File: config.mk
export PLATFORM = sky130hd
export DESIGN_NAME = logic_gate_pipe
export DESIGN_NICKNAME = d
export VERILOG_FILES = /design/src/rtl/logic_gate_pipe.sv
export SDC_FILE = /design/constraint.sdc
export NUM_CORES = 1
export LEC_CHECK = 0
export CORE_UTILIZATION = 45
export CTS_CLUSTER_SIZE = 28
export DETAILED_ROUTE_END_ITERATION = 10
export HOLD_SLACK_MARGIN = 0.02
export PLACE_DENSITY = 0.78
export SYNTH_ARGS = -nofsm -noshare
export SYNTH_HDL_FRONTEND = slang
export SYNTH_SLANG_ARGS = --single-unit
File: constraint.sdc
create_clock -name clk -period 1.35 [get_ports clk]
set_clock_uncertainty 0.1 [all_clocks]
set_input_delay 0.135 -clock clk [delete_from_list [all_inputs] [get_ports clk]]
set_output_delay 0.135 -clock clk [all_outputs]
set_load 0.005 [all_outputs]
File: src/rtl/logic_gate_pipe.sv
// Registered bitwise gate unit with a main + skid output buffer on a valid/ready stream.
// Optional feature: define LOGIC_PARITY_EN to add the out_parity port and per-entry parity storage.
module logic_gate_pipe #(
  parameter int WIDTH = 8
) (
  input  logic             clk,
  input  logic             rst_n,
  input  logic             in_valid,
  output logic             in_ready,
  input  logic [WIDTH-1:0] in_a,
  input  logic [WIDTH-1:0] in_b,
  input  logic [2:0]       in_op,
  output logic             out_valid,
  input  logic             out_ready,
  output logic [WIDTH-1:0] out_data
`ifdef LOGIC_PARITY_EN
  ,
  output logic             out_parity
`endif
);

  typedef enum logic [2:0] {
    OP_NOT  = 3'd0,
    OP_AND  = 3'd1,
    OP_OR   = 3'd2,
    OP_XOR  = 3'd3,
    OP_NAND = 3'd4,
    OP_NOR  = 3'd5,
    OP_XNOR = 3'd6,
    OP_PASS = 3'd7
  } op_t;

  logic [WIDTH-1:0] result;
  logic             main_valid;
  logic [WIDTH-1:0] main_data;
  logic             skid_valid;
  logic [WIDTH-1:0] skid_data;
  logic             accept;
  logic             transfer;

  always_comb begin
    result = '0;
    unique case (op_t'(in_op))
      OP_NOT:  result = ~in_a;
      OP_AND:  result = in_a & in_b;
      OP_OR:   result = in_a | in_b;
      OP_XOR:  result = in_a ^ in_b;
      OP_NAND: result = ~(in_a & in_b);
      OP_NOR:  result = ~(in_a | in_b);
      OP_XNOR: result = ~(in_a ^ in_b);
      OP_PASS: result = in_a;
      default: result = '0;
    endcase
  end

  // in_ready comes straight off the skid flag, so out_ready never reaches it combinationally.
  assign in_ready  = ~skid_valid;
  assign accept    = in_valid & ~skid_valid;
  assign transfer  = main_valid & out_ready;
  assign out_valid = main_valid;
  assign out_data  = main_data;

  always_ff @(posedge clk or negedge rst_n) begin
    if (!rst_n) begin
      main_valid <= 1'b0;
      main_data  <= '0;
      skid_valid <= 1'b0;
      skid_data  <= '0;
    end else if (!main_valid) begin
      if (accept) begin
        main_valid <= 1'b1;
        main_data  <= result;
      end
    end else if (transfer) begin
      if (skid_valid) begin
        main_data  <= skid_data;
        skid_valid <= 1'b0;
      end else if (accept) begin
        main_data  <= result;
      end else begin
        main_valid <= 1'b0;
      end
    end else if (accept) begin
      skid_valid <= 1'b1;
      skid_data  <= result;
    end
  end

`ifdef LOGIC_PARITY_EN
  logic main_par;
  logic skid_par;
  logic result_par;

  assign result_par = ^result;
  assign out_parity = main_par;

  // Parity follows exactly the same moves as the data entries it belongs to.
  always_ff @(posedge clk or negedge rst_n) begin
    if (!rst_n) begin
      main_par <= 1'b0;
      skid_par <= 1'b0;
    end else if (!main_valid) begin
      if (accept) main_par <= result_par;
    end else if (transfer) begin
      if (skid_valid)  main_par <= skid_par;
      else if (accept) main_par <= result_par;
    end else if (accept) begin
      skid_par <= result_par;
    end
  end
`endif

endmodule

==> impl_metrics.ini <==
[floorplanning]
core_um2 = 3771
die_h_um = 65.41
initial_utilization_pct = 47.98
io_pins = 33
dieArea_um2 = 4278
die_w_um = 65.41
fp-row-count = 22

[critical_path]
cp-end-kind = register
timing.rr.start = out_valid
cp_max_fo = 6
worst-r2r-cell-count = 8
r2r-end = out_data[2]
cp.required_ps = 1400
arrival_ps = 1540
rrSetupSlack_ps = -140
crit_type = register to register
startpoint_type = register

[sta]
fmax_mhz = 671.2
rsz0062_at_grt = yes
fin_ws_ps = -140.0
setup_viol = 10
hold_viol = 0
fin_crit_sh_pct = 110.4
slew_viol_final = 0
max_slew_margin_pct = 78.35
period_minus_slack_ps = 1490
worst_slew_pin_slew_ps = 323.1
holdWs_ps = 109.6

[power]
cellPowerDensity_nw_per_um2 = 1521
p_leak_nw = 1.420
vdd_drop_max_uv = 670.3

[yosys]
synth-warning-count = 0
synth_edf_count = 0
ys_ff_latch = 18
synthFlopType = dfrtp_1
synthesis.nets = 278
syn_area_um2 = 1809
netlist_instances = 239
syn_avg_cell_area_um2 = 7.570
ys_seq_area_share_pct = 24.90
synth.distinct_cells = 40
async_reset_ff_share_pct = 100.0

[clock_network]
clk_pin_slew_worst_paths_ps = 80
htree_levels = 1
cts.sinks = 18
clockBufferDepth = 2
cts_hold_buffers = 0
cts_tree = yes
insertion_delay_ps = 260
root_buffer = clkbuf_8
numCtsBuffers = 3

[run_status]
status = finished with violations
violations = negative setup slack

[layout]
final_cell_mix = 49 x buf_4, 23 x a21oi_1, 18 x dfrtp_1, 14 x nor2_1
regArea_um2 = 450.4
num_antenna_cells = 0
multiInputGateArea_um2 = 1503
layout.nets = 365
fin_area_um2 = 3080
instances_no_fill = 373
drive_gt1_share_pct = 46.46
area_growth_pct = 70.26
nFillCells = 237
layout_commonest_cell = buf_4

[drt]
ant_nets = 0
firstDrtPassIters = 4
via_per_inst = 5.906
drtIter0Drc = 247
routed_wl_mm = 6.192
vias = 2203
avgRoutedWirePerCell_um = 16.60
route.detailed.drc = 0

[global_route]
track_usage_pct = 28.34
grt_pass1_vias = 2157
antenna_found_initial = 0
grt_pass1_wl_mm = 9.542
overflow = 0
grt_start_max_net_pins = 34

[place]
place_congestion = 0.7982
io_buffer_count = 32
place_inst = 349
dp_hpwl_mm = 3.497
place_area_um2 = 2525

[worst_hold_path]
worst_hold_path_type = input pin to async pin

[job]
cap_violations = 0
==> worst max path at each step <==
stage | from | endpoint | slack [ps] | cells after the start
2_1_floorplan | in_b[0] | out_data[0] | -230 | 6
3_3_place_gp | in_b[0] | out_data[0] | -880 | 8
3_5_place_dp | in_b[0] | out_data[0] | -920 | 8
4_1_cts | in_b[0] | out_data[0] | -180 | 8
5_1_grt | out_valid | out_data[2] | -190 | 7
6_report | out_valid | out_data[2] | -140 | 8
==> synthesized netlist by cell type, drive strengths merged, types with 2 or more instances <==
master  instances  share of area [%]
nand3          13                3.6
a31oi           4                1.4
ha             16                 11
a2111o          2                1.2
o221ai          6                2.9
a211o           2               0.97
a221o           2                1.1
mux2            3                2.1
o211ai          7                2.9
o31ai           2               0.83
mux2i           3                1.7
clkbuf          7                1.5
a311oi          2                1.3
nor2b           2               0.69
nor2           14                2.9
buf             9                3.2
o22ai           2               0.69
a21oi          28                7.7
a311o           2                1.1
nor3            3               0.83
inv            24                5.0
nand2b         10                3.5
nand2          22                4.6
a211oi          4                1.7
o21ai          24                6.6
dfrtp          18                 25
==> power breakdown <==
| part | switching (mW) | internal [mW] | leakage (nW) |
|---|---|---|---|
| Clock | 0.196 | 0.260 | 0.0288 |
| Combinational | 1.51 | 1.69 | 1.17 |
| Sequential | 0.214 | 0.813 | 0.216 |
| Total | 1.92 | 2.76 | 1.42 |
==> worst max-delay path, cell delays in order (launching register included) <==
cell	delay (ps)
dfrtp_1	390
buf_6	140
buf_12	130
buf_8	120
buf_6	110
nand3_1	70
a21oi_1	80
a21oi_1	150
o21ai_1	90
==> per-layer routing <==
metal / routed length, um / up-vias / global-route usage, %
li1: - / 1048 / -
met1: 2464 / 1036 / 32.26
met4: 153 / 0 / 10.60
met5: 0 / - / 0
met3: 302 / 19 / 2.951
met2: 3272 / 100 / 53.48
==> cells by family after synthesis <==
logic type / after synthesis / share of synthesized area, %
simple gates: 68 / 17.57
flops: 18 / 24.90
compound gates: 90 / 31.88
fa+ha+maj: 16 / 11.06
buf+inv: 40 / 9.613
mux: 7 / 4.979
==> metrics by stage <==
| step | TNS (ps) | utilization (%) | setup WS (ps) | total power, mW |
|---|---|---|---|---|
| 2_1_floorplan | -260.3 | - | -233.9 | 2.215 |
| 3_3_place_gp | -10450 | 66.95 | -880.0 | 3.066 |
| 3_5_place_dp | -11010 | 66.95 | -915.9 | 3.131 |
| 4_1_cts | -683.1 | 76.74 | -176.2 | 4.096 |
| 5_1_grt | -1244 | 81.69 | -192.4 | 4.960 |
| 6_report | -624.4 | 81.69 | -140.0 | 4.686 |
==> flip-flops by register name (all words and copies together), names as in the netlist <==
register / flops
out_data: 8
out_valid: 1
skid_data: 8
skid_valid: 1
==> timing repair <==
item                                    in CTS  in global routing
pin swaps                                   28                 25
endpoints found under the setup margin      26                 22
gates cloned                                 1                  0
resized for setup                           90                 61
buffers inserted                            15                  7
==> layout make-up <==
cell class              instances  area share (%)
flip-flops and latches         18           14.62
well taps                      48           1.950
clock buffers                   4           1.787
multi-input cells             181           48.78
repair buffers                 98           29.37
inverters                      24           3.493
Note: power is estimated with default switching activity, not from simulation.
